===== config.mk =====
export PLATFORM = sky130hd
export DESIGN_NAME = core_axil_write_bridge
export DESIGN_NICKNAME = d
export VERILOG_FILES = /design/src/rtl/core_axil_write_bridge.sv
export SDC_FILE = /design/constraint.sdc
export NUM_CORES = 1
export LEC_CHECK = 0
export CORE_UTILIZATION = 36
export CTS_CLUSTER_SIZE = 28
export DETAILED_ROUTE_END_ITERATION = 8
export GPL_TIMING_DRIVEN = 0
export PLACE_DENSITY = 0.74
export SLEW_MARGIN = 20
export SYNTH_ARGS = -nofsm -noshare
export SYNTH_HDL_FRONTEND = slang
export SYNTH_SLANG_ARGS = --single-unit

===== constraint.sdc =====
create_clock -name AXI_ACLK -period 1.85 [get_ports AXI_ACLK]
set_input_delay 0.37 -clock AXI_ACLK [delete_from_list [all_inputs] [get_ports AXI_ACLK]]
set_output_delay 0.37 -clock AXI_ACLK [all_outputs]
set_load 0.005 [all_outputs]

===== src/rtl/core_axil_write_bridge.sv =====
// Single-outstanding bridge from the core's request/done memory port to an AXI4-Lite master.
// A saturating per-transaction timer forces an error completion if a slave stops responding.
module core_axil_write_bridge #(
  parameter int AXI_AWIDTH     = 32,
  parameter int AXI_DWIDTH     = 32,
  parameter int TIMEOUT_CYCLES = 64
) (
  input  logic                    AXI_ACLK,
  input  logic                    AXI_ARESETN,
  input  logic                    mem_req,
  input  logic                    mem_we,
  input  logic [AXI_AWIDTH-1:0]   mem_addr,
  input  logic [AXI_DWIDTH-1:0]   mem_wdata,
  input  logic [AXI_DWIDTH/8-1:0] mem_wstrb,
  output logic                    mem_ready,
  output logic                    mem_done,
  output logic                    mem_err,
  output logic [AXI_DWIDTH-1:0]   mem_rdata,
  output logic [AXI_AWIDTH-1:0]   AXI_AWADDR,
  output logic                    AXI_AWVALID,
  input  logic                    AXI_AWREADY,
  output logic [AXI_DWIDTH-1:0]   AXI_WDATA,
  output logic [AXI_DWIDTH/8-1:0] AXI_WSTRB,
  output logic                    AXI_WVALID,
  input  logic                    AXI_WREADY,
  input  logic [1:0]              AXI_BRESP,
  input  logic                    AXI_BVALID,
  output logic                    AXI_BREADY,
  output logic [AXI_AWIDTH-1:0]   AXI_ARADDR,
  output logic                    AXI_ARVALID,
  input  logic                    AXI_ARREADY,
  input  logic [AXI_DWIDTH-1:0]   AXI_RDATA,
  input  logic [1:0]              AXI_RRESP,
  input  logic                    AXI_RVALID,
  output logic                    AXI_RREADY
);

  localparam int TW = (TIMEOUT_CYCLES > 1) ? $clog2(TIMEOUT_CYCLES) + 1 : 1;
  localparam int TO_M1 = (TIMEOUT_CYCLES > 0) ? TIMEOUT_CYCLES - 1 : 0;
  localparam logic [TW-1:0] TO_LAST = TW'(TO_M1);
  localparam bit TO_EN = (TIMEOUT_CYCLES > 0);

  typedef enum logic [2:0] {IDLE, WR, WRESP, RADDR, RDATA} state_e;

  state_e                  state_q, state_d;
  logic [AXI_AWIDTH-1:0]   addr_q, addr_d;
  logic [AXI_DWIDTH-1:0]   wdata_q, wdata_d;
  logic [AXI_DWIDTH/8-1:0] wstrb_q, wstrb_d;
  logic                    aw_done_q, aw_done_d;
  logic                    w_done_q, w_done_d;
  logic [TW-1:0]           timer_q, timer_d;
  logic                    done_q, done_d;
  logic                    err_q, err_d;
  logic [AXI_DWIDTH-1:0]   rdata_q, rdata_d;

  logic completed;
  logic timeout_hit;
  logic aw_fin;
  logic w_fin;

  always_ff @(posedge AXI_ACLK or negedge AXI_ARESETN) begin
    if (!AXI_ARESETN) begin
      state_q   <= IDLE;
      addr_q    <= '0;
      wdata_q   <= '0;
      wstrb_q   <= '0;
      aw_done_q <= 1'b0;
      w_done_q  <= 1'b0;
      timer_q   <= '0;
      done_q    <= 1'b0;
      err_q     <= 1'b0;
      rdata_q   <= '0;
    end else begin
      state_q   <= state_d;
      addr_q    <= addr_d;
      wdata_q   <= wdata_d;
      wstrb_q   <= wstrb_d;
      aw_done_q <= aw_done_d;
      w_done_q  <= w_done_d;
      timer_q   <= timer_d;
      done_q    <= done_d;
      err_q     <= err_d;
      rdata_q   <= rdata_d;
    end
  end

  always_comb begin
    state_d     = state_q;
    addr_d      = addr_q;
    wdata_d     = wdata_q;
    wstrb_d     = wstrb_q;
    aw_done_d   = aw_done_q;
    w_done_d    = w_done_q;
    timer_d     = timer_q;
    done_d      = 1'b0;
    err_d       = 1'b0;
    rdata_d     = rdata_q;
    completed   = 1'b0;
    aw_fin      = 1'b0;
    w_fin       = 1'b0;
    mem_ready   = 1'b0;
    AXI_AWVALID = 1'b0;
    AXI_WVALID  = 1'b0;
    AXI_BREADY  = 1'b0;
    AXI_ARVALID = 1'b0;
    AXI_RREADY  = 1'b0;

    timeout_hit = TO_EN && (state_q != IDLE) && (timer_q == TO_LAST);
    if ((state_q != IDLE) && (timer_q != {TW{1'b1}})) begin
      timer_d = timer_q + TW'(1);
    end

    case (state_q)
      IDLE: begin
        // Hold off new requests during the completion pulse so done and accept never overlap.
        mem_ready = !done_q;
        if (mem_req && !done_q) begin
          addr_d    = mem_addr;
          wdata_d   = mem_wdata;
          wstrb_d   = mem_wstrb;
          aw_done_d = 1'b0;
          w_done_d  = 1'b0;
          timer_d   = '0;
          state_d   = mem_we ? WR : RADDR;
        end
      end
      WR: begin
        AXI_AWVALID = !aw_done_q;
        AXI_WVALID  = !w_done_q;
        AXI_BREADY  = 1'b1;
        aw_fin      = aw_done_q || AXI_AWREADY;
        w_fin       = w_done_q || AXI_WREADY;
        aw_done_d   = aw_fin;
        w_done_d    = w_fin;
        // A response arriving with the last address/data beat closes the write immediately.
        if (aw_fin && w_fin) begin
          if (AXI_BVALID) begin
            completed = 1'b1;
            done_d    = 1'b1;
            err_d     = (AXI_BRESP != 2'b00);
            state_d   = IDLE;
          end else begin
            state_d = WRESP;
          end
        end
      end
      WRESP: begin
        AXI_BREADY = 1'b1;
        if (AXI_BVALID) begin
          completed = 1'b1;
          done_d    = 1'b1;
          err_d     = (AXI_BRESP != 2'b00);
          state_d   = IDLE;
        end
      end
      RADDR: begin
        AXI_ARVALID = 1'b1;
        if (AXI_ARREADY) begin
          state_d = RDATA;
        end
      end
      RDATA: begin
        AXI_RREADY = 1'b1;
        if (AXI_RVALID) begin
          completed = 1'b1;
          done_d    = 1'b1;
          err_d     = (AXI_RRESP != 2'b00);
          rdata_d   = AXI_RDATA;
          state_d   = IDLE;
        end
      end
      default: begin
        state_d = IDLE;
      end
    endcase

    if (timeout_hit && !completed) begin
      done_d  = 1'b1;
      err_d   = 1'b1;
      rdata_d = '0;
      state_d = IDLE;
    end
  end

  assign mem_done   = done_q;
  assign mem_err    = err_q;
  assign mem_rdata  = rdata_q;
  assign AXI_AWADDR = addr_q;
  assign AXI_ARADDR = addr_q;
  assign AXI_WDATA  = wdata_q;
  assign AXI_WSTRB  = wstrb_q;

endmodule


==> results of run 1 <==
## cells in the final DEF, fill, tap and decap left out, types with 7 or more instances in the layout
master,instances
nand2_1,275
clkdlybuf4s50_1,243
dfrtp_1,112
buf_4,43
a21oi_2,28
clkbuf_16,17
clkbuf_2,14
buf_6,12
nor2_1,10
clkbuf_1,8
buf_2,7
## logic make-up after synthesis
kind of cell	after synthesis	synth area share, %
adder cells (fa/ha/maj)	1	0.257
buffers and inverters	67	8.18
XOR/XNOR	1	0.180
flip-flops	114	58.7
multiplexers	3	0.617
AND/OR/NAND/NOR	308	25.1
AO/OA/AOI/OAI	55	6.97
## registers in the layout, summed over array words and instances (netlist names)
name        count
timer_q         7
mem_rdata      32
AXI_WSTRB       4
AXI_ARADDR     32
state_q         3
mem_done        1
AXI_WDATA      32
w_done_q        1
aw_done_q       1
mem_err         1
## worst paths after layout
kind                                      end  cells past startpoint  slack (ns)    startpoint
worst max-delay path                mem_ready                      4       -0.09    state_q[1]
worst min-delay path             AXI_WDATA[8]                      2        0.47  AXI_WDATA[8]
worst max register to register        mem_err                      7       -0.06    state_q[2]
worst min register to register   AXI_WDATA[8]                      2        0.47  AXI_WDATA[8]
max in group asynchronous          state_q[2]                      3        0.68   AXI_ARESETN
min in group asynchronous       mem_rdata[27]                      2        0.51   AXI_ARESETN
## critical path, cell delays in order (launching register included)
cell	delay [ns]
dfrtp_1	0.40
buf_6	0.15
or3_4	0.40
nor2_4	0.10
clkbuf_2	0.12
## where the power goes
part           switching [W]  internal (W)  leakage, nW
Combinational        0.00245       0.00390         2.31
Sequential          0.000733       0.00358         1.45
Clock                0.00103       0.00196        0.275
Total                0.00421       0.00944         4.03
## cell type report
type	instances	area, um2	area share (%)
Buffer	59	410	4.73
Clock buffer	24	492	5.67
Clock inverter	6	55.1	0.634
Inverter	6	22.5	0.259
Multi-Input combinational cell	368	1810	20.8
Sequential cell	114	2860	32.9
Tap cell	176	220	2.54
Timing Repair Buffer	279	2820	32.4
## metal layers
| layer | wire, um | GRT usage [%] | vias to the layer above |
|---|---|---|---|
| met5 | 0 | 0 | - |
| met4 | 419 | 10.3 | 0 |
| met3 | 733 | 5.26 | 33 |
| met2 | 7850 | 38.4 | 171 |
| met1 | 6070 | 25.9 | 2267 |
| li1 | - | - | 2298 |
## through the flow
stage,hold WS [ns],std cells
CTS,0.455,1028
finish,0.471,1032
floorplan,0.0744,549
global placement,0.458,977
global route,0.484,1032
detailed placement,0.376,978
## timing repair
action	in CTS	in global routing
pin swaps	7	5
setup buffers	18	4
resized for setup	69	58
hold buffers	1	0
endpoints found under the hold margin	56	0
endpoints found under the setup margin	113	115
gates cloned	3	0
==> reports/metrics.yaml, run 1 <==
root_buffer: "clkbuf_16"
drive_gt1_share_pct: 18.6
syn-cell-area_mm2: 0.00486
yosysSeqAreaShare_pct: 58.7
ant_nets: 0
core_area_mm2: 0.0132
finalHoldViolations: 0
synth.most_common_cell: "nand2_1"
numCtsBuffers: 17
gp_congestion: 0.825
die-area_mm2: 0.0140
antenna_cells: 0
cellLeakagePower_nw: 4.03
grt_pass1_wl_mm: 24.2
yosysTopAreaCellShare_pct: 58.7
drc: 0
worstPathMaxFanout: 6
fmax_ghz: 0.517
drt-vias-per-instance: 4.62
slew_violations: 0
failed_checks: "negative setup slack"
overflow: 0
cts_tree: "built"
htreeDepth: 4
grt_pass1_vias: 4754
drv_cap: 0
rsz0062_at_grt: "yes"
synth_cells: 549
drt_wl_total_mm: 15.1
dp_slack_ns: -0.632
endpoint_kind: "output port"
die_w_um: 118
path_class: "flip-flop to output port"
fin_util_pct: 65.8
clk_pin_slew_ns: 0.05
setup_violations: 5
async_reset_ff_share_pct: 100
synth_edf_count: 0
hold_path_class: "flip-flop to flip-flop"
drtPass1Iterations: 7
dpl_cell_area_mm2: 0.00763
startpoint_type: "flip-flop"
cts_sinks: 114
yosys.area.top_type: "dfrtp_1"
synth-main-ff-cell: "dfrtp_1"
dp_hpwl_mm: 10.6
grtUsageTotal_pct: 22.2
yosys_warnings: 0
port_buffers: 252
cp.required_ns: 1.48
worst_pin_slew_ns: 0.553
fillCellCount: 1034
synth_common_cells: "276 x nand2_1, 114 x dfrtp_1, 32 x buf_4"
ys_seq_elements: 114
fin_nets: 959
drtIter0Drc: 241
slew_headroom_pct: 63.1
vdd_drop_max_mv: 0.711
fin_crit_sh_pct: 105
status: "complete, but fails checks"
vias: 4769
placementRows: 42
totalPowerFinal_w: 0.0137
cp.arrival_ns: 1.57
synth_fp_nets: 663
cts_buffer_depth: 2
syn_area_per_cell_um2: 8.86
ys_top_cells_by_area: "dfrtp_1 59%, nand2_1 21%, buf_4 4.9%"
fin_area_mm2: 0.00868
antenna_found_initial: 0
powerDensity_mw_per_mm2: 1570
tns_ns: -0.224
area.growth.synth_to_final_pct: 78.5
period_minus_slack_ns: 1.94
synth_cell_type_count: 39
fp.dieH_um: 118
clk_latency_ns: 0.40
ioPinCount: 253
start_util_pct: 36.9
fin_ws_ns: -0.0859
grt_max_degree: 59
skew_ns: 0.00568
wl_per_cell_um: 14.6
Power figures use the tool's default switching activity.
==> run 2, diff against run 1 <==
--- a/config.mk
+++ b/config.mk
@@ -10,6 +10,7 @@
 export DETAILED_ROUTE_END_ITERATION = 8
 export GPL_TIMING_DRIVEN = 0
 export PLACE_DENSITY = 0.74
+export SKIP_CTS_REPAIR_TIMING = 1
 export SLEW_MARGIN = 20
 export SYNTH_ARGS = -nofsm -noshare
 export SYNTH_HDL_FRONTEND = slang
==> reports/metrics.yaml, run 2 (synthesized netlist as in run 1, its figures left out) <==
route.top_layer_used: "met4"
rsz0062_at_grt: "yes"
cts_tree: "built"
met1_length_mm: 6.17  # +1.5%
powerDensity_mw_per_mm2: 1570  # about the same
worstPathMaxFanout: 8  # +2
drtPass1Iterations: 4  # -3
grtUsageTotal_pct: 21.1  # -1.1 points
drv_cap: 0  # unchanged
setup_violations: 39  # +34
crit_slowest_cell: "dfrtp_2"
fin_nets: 952  # -0.73%
drc: 0  # unchanged
area.growth.synth_to_final_pct: 76.8
numCtsBuffers: 17  # unchanged
seqPwrFrac_pct: 31.9  # +0.3 points
reg2regPathDepth: 7  # unchanged
crit_path_end: "mem_err"
period_minus_slack_ns: 1.99  # +0.0540 ns
port_buffers: 252  # unchanged
worst_pin_slew_ns: 0.558  # +0.00512 ns
failed_checks: "negative setup slack"
clk_latency_ns: 0.40  # about the same
skew_ns: 0.00616  # +0.000485 ns
slowest_delay_ns: 0.41  # about the same
grt_max_degree: 59  # unchanged
startpoint: "state_q[0]"
startpoint_type: "flip-flop"
switching_power_w: 0.00418  # -0.83%
cts_sinks: 114  # unchanged
overflow: 0  # unchanged
finalHoldViolations: 0  # unchanged
endpoint_kind: "flip-flop"
wl_per_cell_um: 14.8  # +1.5%
cellLeakagePower_nw: 4.00  # -0.68%
final_cell_mix: "275 x nand2_1, 243 x clkdlybuf4s50_1, 112 x dfrtp_1, 42 x buf_4, 28 x a21oi_2"
tns_ns: -3.81  # -3.58 ns
drtIter0Drc: 222  # -7.9%
hold_path_class: "primary input to flip-flop"
fmax_ghz: 0.503  # -2.7%
reg2reg_to: "mem_err"
vias: 4775  # +0.13%
p_int_w: 0.00935  # -0.96%
dp_cells: 978  # unchanged
vdd_drop_max_mv: 0.709  # -0.28%
swShare_pct: 30.9  # about the same
dp_slack_ns: -0.632  # unchanged
die-area_mm2: 0.0140  # unchanged
root_buffer: "clkbuf_16"
cts_buffer_depth: 2  # unchanged
dp_hpwl_mm: 10.6  # unchanged
grt_pass1_vias: 4533  # -4.6%
cp.arrival_ns: 2.26  # +0.69 ns
ant_nets: 0  # unchanged
pwr-share-clk_pct: 22.1  # +0.2 points
antenna_found_initial: 0  # unchanged
fin_ws_ns: -0.140  # -0.0540 ns
drive_gt1_share_pct: 17.2  # -1.4 points
dr_wl_met2_mm: 7.85  # about the same
drt_wl_total_mm: 15.2  # +0.84%
gp_congestion: 0.825  # unchanged
mostFrequentLayoutCell: "nand2_1"
start_util_pct: 36.9  # unchanged
fin_crit_sh_pct: 108  # +2.9 points
antenna_cells: 0  # unchanged
fp.dieH_um: 118  # unchanged
status: "complete, but fails checks"
cp_cell_sequence: "buf_4, nor4bb_1, buf_2, a311o_1, nor4_4, buf_6, or3b_1"
die_w_um: 118  # unchanged
placementRows: 42  # unchanged
htreeDepth: 4  # unchanged
drt-vias-per-instance: 4.66  # +0.81%
cp.required_ns: 2.12  # +0.64 ns
fillCellCount: 1046  # +1.2%
final_cell_count_no_fill: 1025  # -0.68%
path_class: "flip-flop to flip-flop"
whs_ns: 0.353  # -0.118 ns
ioPinCount: 253  # unchanged
p_comb_share_pct: 46.0  # -0.5 points
slew_violations: 0  # unchanged
slew_headroom_pct: 62.8  # -0.34 points
rr_startpoint: "state_q[0]"
clk_pin_slew_ns: 0.05  # about the same
rrSetupSlack_ns: -0.14  # -0.08 ns
grt_pass1_wl_mm: 23.1  # -4.6%
wl_met3_um: 754  # +2.9%
core_area_mm2: 0.0132  # unchanged
## run 2: changes by cell type in the layout (fill, tap and decap cells not counted), moves of 2 or more
cell | previous run | this run
clkbuf_16 | 17 | 20
buf_8 | 6 | 3
clkbuf_1 | 8 | 14
clkbuf_2 | 14 | 11
buf_2 | 7 | 4
dlygate4sd2_1 | 2 | 0
dlymetal6s2s_1 | 0 | 3
buf_6 | 12 | 7
## run 2: final cells by class
cell class                 instances  area [um2]  share of cell area, %
sequential                       114        2860                   33.2
clock buffer                      24         492                   5.72
inverter                           6        22.5                  0.262
buffer                            60         408                   4.74
multi-input combinational        368        1790                   20.8
timing repair buffer             271        2760                   32.1
clock inverter                     6        55.1                  0.640
tap                              176         220                   2.56
## run 2: worst min-delay path by stage
stage / from / endpoint / slack [ns] / cells past startpoint
final: AXI_WREADY / w_done_q / 0.35 / 3
after global routing: AXI_AWREADY / aw_done_q / 0.37 / 3
after detailed placement: AXI_ARESETN / mem_rdata[24] / 0.38 / 1
after CTS: AXI_ARESETN / mem_rdata[24] / -0.06 / 1
after floorplan: AXI_ARESETN / AXI_ARADDR[0] / 0.07 / 0
after global placement: AXI_WDATA[26] / AXI_WDATA[26] / 0.46 / 2
## run 2: power groups by stage
stage               registers (W)  logic (W)  clock network (W)
global route              0.00445    0.00679            0.00318
global placement          0.00427    0.00572                  0
detailed placement        0.00432    0.00585                  0
floorplan                 0.00430    0.00222                  0
CTS                       0.00430    0.00588            0.00305
finish                    0.00431    0.00623            0.00299
## run 2: routing by layer
layer / vias up / global-route usage (%)
met5: - / 0
met4: 0 / 9.29
met3: 33 / 4.97
met2: 162 / 36.9
met1: 2297 / 24.6
li1: 2283 / -
## run 2: critical path: cells and delay by family, from the launching register on
kind	cells	cell delay, ns
AOI/OAI and AO/OA	1	0.19
and+or+nand+nor	3	0.75
DFF	1	0.41
buffers and inverters	3	0.50
## run 2: through the flow
stage,cell area [um2],total power (W),utilization (%)
after floorplan,4860,0.00653,-
after global placement,7610,0.00999,57.7
after detailed placement,7630,0.0102,57.9
after CTS,8180,0.0132,62.0
after global routing,8600,0.0144,65.2
final,8600,0.0135,65.2
